`config.mk`:
```
export PLATFORM = sky130hd
export DESIGN_NAME = npu_csr_ctrl
export DESIGN_NICKNAME = d
export VERILOG_FILES = /design/src/rtl/npu_csr_ctrl.sv
export SDC_FILE = /design/constraint.sdc
export NUM_CORES = 1
export LEC_CHECK = 0
export CAP_MARGIN = 20
export CORE_UTILIZATION = 44
export DETAILED_ROUTE_END_ITERATION = 8
export DONT_BUFFER_PORTS = 1
export PLACE_DENSITY = 0.59
export SLEW_MARGIN = 10
export SYNTH_ARGS = -nofsm -noshare
export SYNTH_HDL_FRONTEND = slang
export SYNTH_SLANG_ARGS = --single-unit
```
`constraint.sdc`:
```
create_clock -name clk -period 40.2 [get_ports clk]
set_input_delay 8.04 -clock clk [delete_from_list [all_inputs] [get_ports clk]]
set_output_delay 8.04 -clock clk [all_outputs]
set_load 0.005 [all_outputs]
```
`src/rtl/npu_csr_ctrl.sv`:
```
// NPU control/status register block: AXI4-Lite slave with NPU control, interrupt
// aggregation and per-channel DMA descriptor registers.
module npu_csr_ctrl #(
  parameter int          NUM_DMA_CH  = 4,
  parameter int          PE_ROWS     = 16,
  parameter int          PE_COLS     = 16,
  parameter logic [31:0] VERSION     = 32'h00020000,
  parameter int          AXIL_ADDR_W = 32
) (
  input  logic                    clk,
  input  logic                    rst,
  input  logic [AXIL_ADDR_W-1:0]  s_axil_awaddr,
  input  logic                    s_axil_awvalid,
  output logic                    s_axil_awready,
  input  logic [31:0]             s_axil_wdata,
  input  logic [3:0]              s_axil_wstrb,
  input  logic                    s_axil_wvalid,
  output logic                    s_axil_wready,
  output logic [1:0]              s_axil_bresp,
  output logic                    s_axil_bvalid,
  input  logic                    s_axil_bready,
  input  logic [AXIL_ADDR_W-1:0]  s_axil_araddr,
  input  logic                    s_axil_arvalid,
  output logic                    s_axil_arready,
  output logic [31:0]             s_axil_rdata,
  output logic [1:0]              s_axil_rresp,
  output logic                    s_axil_rvalid,
  input  logic                    s_axil_rready,
  output logic                    npu_enable,
  output logic                    npu_start,
  input  logic                    npu_busy,
  input  logic                    npu_done,
  input  logic                    npu_error,
  input  logic [3:0]              ctrl_state,
  output logic [NUM_DMA_CH-1:0]   dma_start,
  output logic [32*NUM_DMA_CH-1:0] dma_src,
  output logic [32*NUM_DMA_CH-1:0] dma_dst,
  output logic [24*NUM_DMA_CH-1:0] dma_len,
  output logic [8*NUM_DMA_CH-1:0]  dma_flags,
  input  logic [NUM_DMA_CH-1:0]   dma_busy,
  input  logic [NUM_DMA_CH-1:0]   dma_done,
  input  logic [NUM_DMA_CH-1:0]   dma_error,
  output logic                    irq
);

  localparam logic [1:0] RESP_OK     = 2'b00;
  localparam logic [1:0] RESP_SLVERR = 2'b10;

  function automatic logic [31:0] irq_mask_f();
    logic [31:0] m;
    m = 32'h0000_0003;
    for (int c = 0; c < NUM_DMA_CH; c++) begin
      m[8+c]  = 1'b1;
      m[16+c] = 1'b1;
    end
    return m;
  endfunction

  localparam logic [31:0] IRQ_MASK = irq_mask_f();

  // Ready outputs stay low until the first clock edge after reset release.
  logic        rdy_q;
  logic        aw_held_q, w_held_q;
  logic [11:0] aw_addr_q;
  logic [31:0] w_data_q;
  logic [3:0]  w_strb_q;
  logic        bvalid_q, rvalid_q;
  logic [1:0]  bresp_q, rresp_q;
  logic [31:0] rdata_q;

  logic        ctrl_en_q, ctrl_en_d;
  logic [31:0] irq_en_q, irq_en_d;
  logic [31:0] irq_status_q, irq_status_d;
  logic        npu_start_q, npu_start_d;
  logic [NUM_DMA_CH-1:0] dma_start_q, dma_start_d;
  logic [31:0] src_q   [NUM_DMA_CH];
  logic [31:0] src_d   [NUM_DMA_CH];
  logic [31:0] dst_q   [NUM_DMA_CH];
  logic [31:0] dst_d   [NUM_DMA_CH];
  logic [23:0] len_q   [NUM_DMA_CH];
  logic [23:0] len_d   [NUM_DMA_CH];
  logic [7:0]  flags_q [NUM_DMA_CH];
  logic [7:0]  flags_d [NUM_DMA_CH];

  logic        wr_fire, wr_err, rd_err;
  logic [31:0] wr_mask, irq_set, irq_clr, rd_data;
  logic [2:0]  wr_ch, rd_ch;
  logic [11:0] ar_addr;
  logic        aw_hs, w_hs, ar_hs;

  assign s_axil_awready = rdy_q && !aw_held_q && !bvalid_q;
  assign s_axil_wready  = rdy_q && !w_held_q && !bvalid_q;
  assign s_axil_arready = rdy_q && !rvalid_q;
  assign s_axil_bvalid  = bvalid_q;
  assign s_axil_bresp   = bresp_q;
  assign s_axil_rvalid  = rvalid_q;
  assign s_axil_rdata   = rdata_q;
  assign s_axil_rresp   = rresp_q;

  assign aw_hs   = s_axil_awvalid && s_axil_awready;
  assign w_hs    = s_axil_wvalid && s_axil_wready;
  assign ar_hs   = s_axil_arvalid && s_axil_arready;
  assign wr_fire = aw_held_q && w_held_q;
  assign wr_mask = {{8{w_strb_q[3]}}, {8{w_strb_q[2]}}, {8{w_strb_q[1]}}, {8{w_strb_q[0]}}};
  assign wr_ch   = aw_addr_q[7:5];
  assign ar_addr = s_axil_araddr[11:0];
  assign rd_ch   = ar_addr[7:5];

  always_comb begin
    ctrl_en_d   = ctrl_en_q;
    irq_en_d    = irq_en_q;
    src_d       = src_q;
    dst_d       = dst_q;
    len_d       = len_q;
    flags_d     = flags_q;
    npu_start_d = 1'b0;
    dma_start_d = '0;
    irq_clr     = '0;
    wr_err      = 1'b1;
    if (wr_fire) begin
      if (aw_addr_q[11:8] == 4'h1) begin
        for (int c = 0; c < NUM_DMA_CH; c++) begin
          if (wr_ch == 3'(c)) begin
            case (aw_addr_q[4:0])
              5'h00: begin
                wr_err = 1'b0;
                if (w_strb_q[0] && w_data_q[0]) dma_start_d[c] = 1'b1;
                if (w_strb_q[1]) flags_d[c] = w_data_q[15:8];
              end
              5'h08: begin
                wr_err   = 1'b0;
                src_d[c] = (src_q[c] & ~wr_mask) | (w_data_q & wr_mask);
              end
              5'h0C: begin
                wr_err   = 1'b0;
                dst_d[c] = (dst_q[c] & ~wr_mask) | (w_data_q & wr_mask);
              end
              5'h10: begin
                wr_err   = 1'b0;
                len_d[c] = (len_q[c] & ~wr_mask[23:0]) | (w_data_q[23:0] & wr_mask[23:0]);
              end
              default: ;
            endcase
          end
        end
      end else begin
        case (aw_addr_q)
          12'h000: begin
            wr_err = 1'b0;
            if (w_strb_q[0]) begin
              ctrl_en_d   = w_data_q[0];
              npu_start_d = w_data_q[1] && w_data_q[0];
            end
          end
          12'h008: begin
            wr_err   = 1'b0;
            irq_en_d = (irq_en_q & ~wr_mask) | (w_data_q & wr_mask);
          end
          12'h00C: begin
            wr_err  = 1'b0;
            irq_clr = w_data_q & wr_mask;
          end
          default: ;
        endcase
      end
    end
  end

  always_comb begin
    irq_set    = '0;
    irq_set[0] = npu_done;
    irq_set[1] = npu_error;
    for (int c = 0; c < NUM_DMA_CH; c++) begin
      irq_set[8+c]  = dma_done[c];
      irq_set[16+c] = dma_error[c];
    end
  end

  // Hardware sets are OR-ed in after the W1C clear so a coincident event survives.
  assign irq_status_d = ((irq_status_q & ~irq_clr) | irq_set) & IRQ_MASK;

  always_comb begin
    rd_data = '0;
    rd_err  = 1'b1;
    if (ar_addr[11:8] == 4'h1) begin
      for (int c = 0; c < NUM_DMA_CH; c++) begin
        if (rd_ch == 3'(c)) begin
          rd_err = 1'b0;
          case (ar_addr[4:0])
            5'h00:   rd_data = {16'h0, flags_q[c], 8'h0};
            5'h04:   rd_data = {30'h0, irq_status_q[8+c], dma_busy[c]};
            5'h08:   rd_data = src_q[c];
            5'h0C:   rd_data = dst_q[c];
            5'h10:   rd_data = {8'h0, len_q[c]};
            default: rd_err = 1'b1;
          endcase
        end
      end
    end else begin
      rd_err = 1'b0;
      case (ar_addr)
        12'h000: rd_data = {31'h0, ctrl_en_q};
        12'h004: rd_data = {24'h0, ctrl_state, 2'b00, npu_done, npu_busy};
        12'h008: rd_data = irq_en_q;
        12'h00C: rd_data = irq_status_q;
        12'h010: rd_data = VERSION;
        12'h014: rd_data = {16'(PE_ROWS), 16'(PE_COLS)};
        default: rd_err = 1'b1;
      endcase
    end
  end

  always_ff @(posedge clk or posedge rst) begin
    if (rst) begin
      rdy_q        <= 1'b0;
      aw_held_q    <= 1'b0;
      w_held_q     <= 1'b0;
      aw_addr_q    <= '0;
      w_data_q     <= '0;
      w_strb_q     <= '0;
      bvalid_q     <= 1'b0;
      bresp_q      <= RESP_OK;
      rvalid_q     <= 1'b0;
      rresp_q      <= RESP_OK;
      rdata_q      <= '0;
      ctrl_en_q    <= 1'b0;
      irq_en_q     <= '0;
      irq_status_q <= '0;
      npu_start_q  <= 1'b0;
      dma_start_q  <= '0;
      for (int c = 0; c < NUM_DMA_CH; c++) begin
        src_q[c]   <= '0;
        dst_q[c]   <= '0;
        len_q[c]   <= '0;
        flags_q[c] <= '0;
      end
    end else begin
      rdy_q <= 1'b1;
      if (aw_hs) begin
        aw_held_q <= 1'b1;
        aw_addr_q <= s_axil_awaddr[11:0];
      end
      if (w_hs) begin
        w_held_q <= 1'b1;
        w_data_q <= s_axil_wdata;
        w_strb_q <= s_axil_wstrb;
      end
      if (wr_fire) begin
        aw_held_q <= 1'b0;
        w_held_q  <= 1'b0;
        bvalid_q  <= 1'b1;
        bresp_q   <= wr_err ? RESP_SLVERR : RESP_OK;
      end else if (bvalid_q && s_axil_bready) begin
        bvalid_q <= 1'b0;
      end
      if (ar_hs) begin
        rvalid_q <= 1'b1;
        rdata_q  <= rd_data;
        rresp_q  <= rd_err ? RESP_SLVERR : RESP_OK;
      end else if (rvalid_q && s_axil_rready) begin
        rvalid_q <= 1'b0;
      end
      ctrl_en_q    <= ctrl_en_d;
      irq_en_q     <= irq_en_d;
      irq_status_q <= irq_status_d;
      npu_start_q  <= npu_start_d;
      dma_start_q  <= dma_start_d;
      src_q        <= src_d;
      dst_q        <= dst_d;
      len_q        <= len_d;
      flags_q      <= flags_d;
    end
  end

  assign npu_enable = ctrl_en_q;
  assign npu_start  = npu_start_q;
  assign dma_start  = dma_start_q;
  assign irq        = |(irq_status_q & irq_en_q);

  for (genvar gi = 0; gi < NUM_DMA_CH; gi++) begin : g_ch
    assign dma_src[32*gi +: 32]  = src_q[gi];
    assign dma_dst[32*gi +: 32]  = dst_q[gi];
    assign dma_len[24*gi +: 24]  = len_q[gi];
    assign dma_flags[8*gi +: 8]  = flags_q[gi];
  end

  // Only addr[11:0] takes part in decode.
  if (AXIL_ADDR_W > 12) begin : g_addr_hi
    logic unused_addr_hi;
    assign unused_addr_hi = ^{s_axil_awaddr[AXIL_ADDR_W-1:12], s_axil_araddr[AXIL_ADDR_W-1:12]};
  end

endmodule

```
# [Yosys cells after proc, flatten, opt, wreduce, memory -nomap -nowiden]
# Cells that the tools add are included.
[word_totals] inputBits=126 out_inout_bits=432 reg_bits=521 word_cells=192
[classes] n_reduce_logical=50 bitwise_logic=35 mux=53 n_eq_ne=22
[ops] op="$pmux W32 S5" n=4
[ops] op="$and A32 B32 Y32" n=10
[ops] op="$or A32 B32 Y32" n=9
[ops] op="$pmux W32 S6" n=1
[ops] op="$mux W32" n=5
[ops] op="$and A24 B24 Y24" n=5
[ops] op="$or A24 B24 Y24" n=4
[ops] op="$mux W20" n=3
[ops] op="$reduce_and A4 Y1" n=13
[ops] op="$eq A12 B4 Y1 const B" n=4
[ops] op="$mux W1" n=36
[ops] op="$and A20 B32 Y32" n=1
[ops] op="$not A32 Y32" n=1
[ops] op="$reduce_or A32 Y1" n=1
[ops] op="$eq A12 B5 Y1 const B" n=2
[ops] op="$logic_not A12 Y1" n=2
[ops] op="$not A24 Y24" n=1
[ops] op="$and A20 B20 Y20" n=1
[ops] op="$eq A5 B4 Y1 const B" n=4
[ops] op="$not A20 Y20" n=1
[ops] op="$or A20 B20 Y20" n=1
[ops] op="$reduce_and A5 Y1" n=4
[ops] op="$logic_and A1 B1 Y1" n=13
[ops] op="$eq A12 B3 Y1 const B" n=1
[ops] op="17 further kinds" n=33

# [Logic depth before layout (Yosys ltp)]
[logic_depth] word_depth=13 mapped_depth=10

# [Worst setup path after synthesis]
# No wires, ideal clock.
[synth_path] kind="input-to-reg" start="input s_axil_araddr[5]" end="register rdata_q[12] (netlist: s_axil_rdata[12])" t_required_ps=40105 slack_ps=30524 setup_ps=95 stages=9 arrival_ps=9581 path_cell_list="buf_2 or2_1 buf_2 nor4b_2 and3_1 buf_2 buf_4 a22oi_1 o31ai_1"
[synth_between] elab_chain_len=9
[synth_lines] element="start: declaration" line_no="22" text="input logic [AXIL_ADDR_W-1:0] s_axil_araddr,"
[synth_lines] element="$logic_not A3 Y1" line_no="187" text="if (rd_ch == 3'(c)) begin"
[synth_lines] element="$mux W32" line_no="187"
[synth_lines] element="$pmux W32 S5" line_no="189" text="case (ar_addr[4:0])"
[synth_lines] element="$mux W32" line_no="187"
[synth_lines] element="$pmux W32 S5" line_no="189"
[synth_lines] element="$mux W32" line_no="187"
[synth_lines] element="$pmux W32 S5" line_no="189"
[synth_lines] element="$mux W32" line_no="187"
[synth_lines] element="$mux W32 *" line_no="185" text="if (ar_addr[11:8] == 4'h1) begin"
[synth_lines] element="end signal: assignment" line_no="258" text="rdata_q <= rd_data;"
[synth_lines] element="end: declaration" line_no="69" text="logic [31:0] rdata_q;"
# Every way passes the cells marked *; elsewhere a longest branch is shown, timed or not.
# A chain may end at the register's enable or synchronous reset.

# [Final worst setup path]
[layout_path] start="input s_axil_araddr[1]" end="register rdata_q[12] (netlist: s_axil_rdata[12])"
[layout_between] elab_chain_len=10
[layout_lines] element="$eq A5 B5 Y1 (tied with other cells)" line_no="189"
[layout_lines] element="$pmux W32 S5" line_no="189"
[layout_lines] element="$mux W32" line_no="187"
[layout_lines] element="$pmux W32 S5" line_no="189"
[layout_lines] element="$mux W32" line_no="187"
[layout_lines] element="$pmux W32 S5" line_no="189"
[layout_lines] element="$mux W32" line_no="187"
[layout_lines] element="$pmux W32 S5" line_no="189"
[layout_lines] element="$mux W32" line_no="187"
[layout_lines] element="$mux W32 *" line_no="185"
# Marked as above.

==> qor.yml <==
status: "complete, no violations"
final_cell_area_um2: 25700
cpPeakStageDelay_ns: 0.94
yosys_most_used_dff: "dfrtp_1"
cp_data_arrival_time_ns: 11.30
ys_seq_area_frac: 0.556
grtUsageMet1: 0.378
io_pins: 558
path_class: "primary input to register"
synth_area_leader_cell: "dfrtp_1"
ys_async_sr_fraction: 1.00
synth_area_leaders: "dfrtp_1, mux2_2, mux2i_1, a221o_1, o21ai_0"
final_layout_size_suffix_gt1_frac: 0.355
clock_sinks: 519
required_ns: 40.71
peakVddDrop_v: 0.0000501
multi_input_area_um2: 9760
cts_inserted_buffers: 57
fin_skew_ns: 0.0231
post_cts_resized: 0
met3_usage: 0.117
die_x_um: 232
ys_ff_latch: 519
vias: 15700
area_growth_pct: 9.87
clk_latency_ns: 0.61
drtPass1Iterations: 5
drt_wl_total_um: 85500
hold_buffers: 0
grt_max_degree: 157
dpl-instance-area_um2: 23800
period_share: 0.268
setup_viol: 0
cts-htree-levels: 2
hpwl_um: 59200
grt_pass1_wl_um: 120000
grt-busiest-layer: "met2"
first_global_vias: 15800
maxSlewHeadroom: 0.256
drt_iter0_drc: 1231
drc_errors: 0
synth_edf_count: 0
worst_setup_path_start_kind: "primary input"
final_util: 0.489
avgRoutedWirePerCell_um: 34.7
cts_setup_buffers: 0
cellPowerDensity_nw_per_um2: 48.7
synth.avg_cell_area_um2: 13.1
core-area_um2: 52400
hold_class: "register to register"
finalMaxSlewViolations: 0
dieHeight_um: 232
cts_tree: "yes"
gr-usage-met2: 0.512
overflow: 0
nets: 1858
max_freq_ghz: 0.0927
path_buf_inv: 1
ant_nets: 0
path_clk_slew_ns: 0.06
slowest_stage: "and3_1"
initial_core_util: 0.445
vias_per_cell: 6.36
gp_congestion: 0.853
ys_types: 62
synth_cells: 1781
hold_violations: 0
synth.yosys.warnings: 0
crit_family: "simple AND/OR/NAND/NOR gates"
finalCriticalPeriod_ns: 10.78
setup_tns_ns: 0
clk_path_buf_depth: 3
worstMarginPinSlew_ns: 1.11
rsz0062_at_grt: "false"
path_cells: "or4b_4 -> nor2_4 -> buf_4 -> and3_1 -> a22oi_1 -> o31ai_1"
r2r_slack_ns: 36.58
crit_fanout: 64
io_buffers: 0
dieArea_um2: 54000
worstSetupEndpointType: "register"
cts-root-buf: "clkbuf_16"
antenna_found_initial: 8
grt_use_total: 0.312
nFillCells: 4620
p_leak_nw: 12.2
maxCapViolCount: 0
regArea_um2: 13000
synthDominantCellAreaShare: 0.556
std_cell_rows: 84
syn_area_um2: 23300
power by group:
group	switching [mW]	leakage, nW	internal (mW)
Combinational	0.0436	4.23	0.0411
Clock	0.214	0.900	0.301
Sequential	0.0966	7.08	0.552
Total	0.354	12.2	0.894
cell usage in the layout, fill, tap and decap left out, types with 4 or more instances in the layout:
master / n
or4_1: 4
and2_1: 21
nor2b_1: 6
a22o_1: 5
clkbuf_16: 58
nor2_1: 44
nor4_1: 7
mux2i_1: 83
a21oi_1: 63
o21ai_1: 7
a22oi_1: 37
nor2_2: 5
a222oi_1: 4
mux2_2: 486
nand4_1: 6
o22ai_1: 9
nand3_1: 15
nand2_2: 17
clkbuf_8: 10
dfrtp_1: 519
clkinv_2: 12
inv_1: 7
buf_4: 17
o21ai_0: 77
clkbuf_1: 14
nor3_1: 18
a221o_1: 39
nand2_1: 76
a21o_1: 13
a221oi_1: 29
diode_2: 4
or3_1: 6
logic make-up (layout without fill, tap and decap cells):
kind of cell / after synthesis / count (layout) / synth area share
buffers and inverters: 136 / 127 / 0.0274
AOI/OAI and AO/OA: 304 / 304 / 0.0887
and+or+nand+nor: 247 / 247 / 0.0539
other: 2 / 7 / 0.000322
DFF: 519 / 519 / 0.556
muxes: 573 / 573 / 0.273
cell usage after synthesis (all sizes together) (2+ instances only):
| library cell | count |
|---|---|
| a211o | 2 |
| a21o | 13 |
| a21oi | 63 |
| a221o | 39 |
| a221oi | 30 |
| a222oi | 4 |
| a22o | 5 |
| a22oi | 37 |
| a31oi | 2 |
| and2 | 24 |
| and3 | 2 |
| buf | 76 |
| clkbuf | 52 |
| conb | 2 |
| dfrtp | 519 |
| inv | 8 |
| mux2 | 487 |
| mux2i | 83 |
| mux4 | 3 |
| nand2 | 93 |
| nand2b | 3 |
| nand3 | 15 |
| nand4 | 6 |
| nor2 | 51 |
| nor2b | 6 |
| nor3 | 19 |
| nor4 | 8 |
| nor4b | 3 |
| o2111ai | 2 |
| o21ai | 84 |
| o21bai | 2 |
| o221ai | 3 |
| o22ai | 9 |
| o31ai | 3 |
| or2 | 2 |
| or3 | 7 |
| or4 | 4 |
per-stage QoR:
stage	worst slack, ns	cells	power, mW	hold slack (ns)
final	29.42	2465	1.25	0.501
after global routing	29.40	2463	1.29	0.505
after detailed placement	28.90	2360	0.740	0.485
after global placement	28.91	2360	0.735	0.479
after floorplan	17.66	1782	0.697	0.465
after CTS	29.55	2460	1.25	0.498
path summary, 6_finish.rpt:
check | startpoint | cells past startpoint | endpoint
max in group asynchronous | rst | 3 | asynchronous set/reset pin
setup / recovery | s_axil_araddr[1] | 6 | s_axil_rdata[12]
setup reg to reg | s_axil_rvalid | 7 | s_axil_rdata[20]
min in group asynchronous | rst | 1 | aw_addr_q[10]
hold / removal | register | 1 | register
hold reg to reg | register | 1 | register
routing by layer:
| layer | share of wire | vias up |
|---|---|---|
| met5 | 0.00041 | - |
| met4 | 0.027 | 6 |
| met3 | 0.11 | 142 |
| met2 | 0.49 | 709 |
| met1 | 0.38 | 8351 |
| li1 | - | 6481 |
area by class of cell:
| type | instances | share of cell area |
|---|---|---|
| clock buffer | 82 | 0.0640 |
| multi-input combinational | 1127 | 0.380 |
| tap | 688 | 0.0336 |
| timing repair buffer | 19 | 0.00683 |
| antenna | 4 | 0.000390 |
| sequential | 519 | 0.506 |
| inverter | 8 | 0.00146 |
| clock inverter | 18 | 0.00707 |
Note: power is estimated with default switching activity, not from simulation.
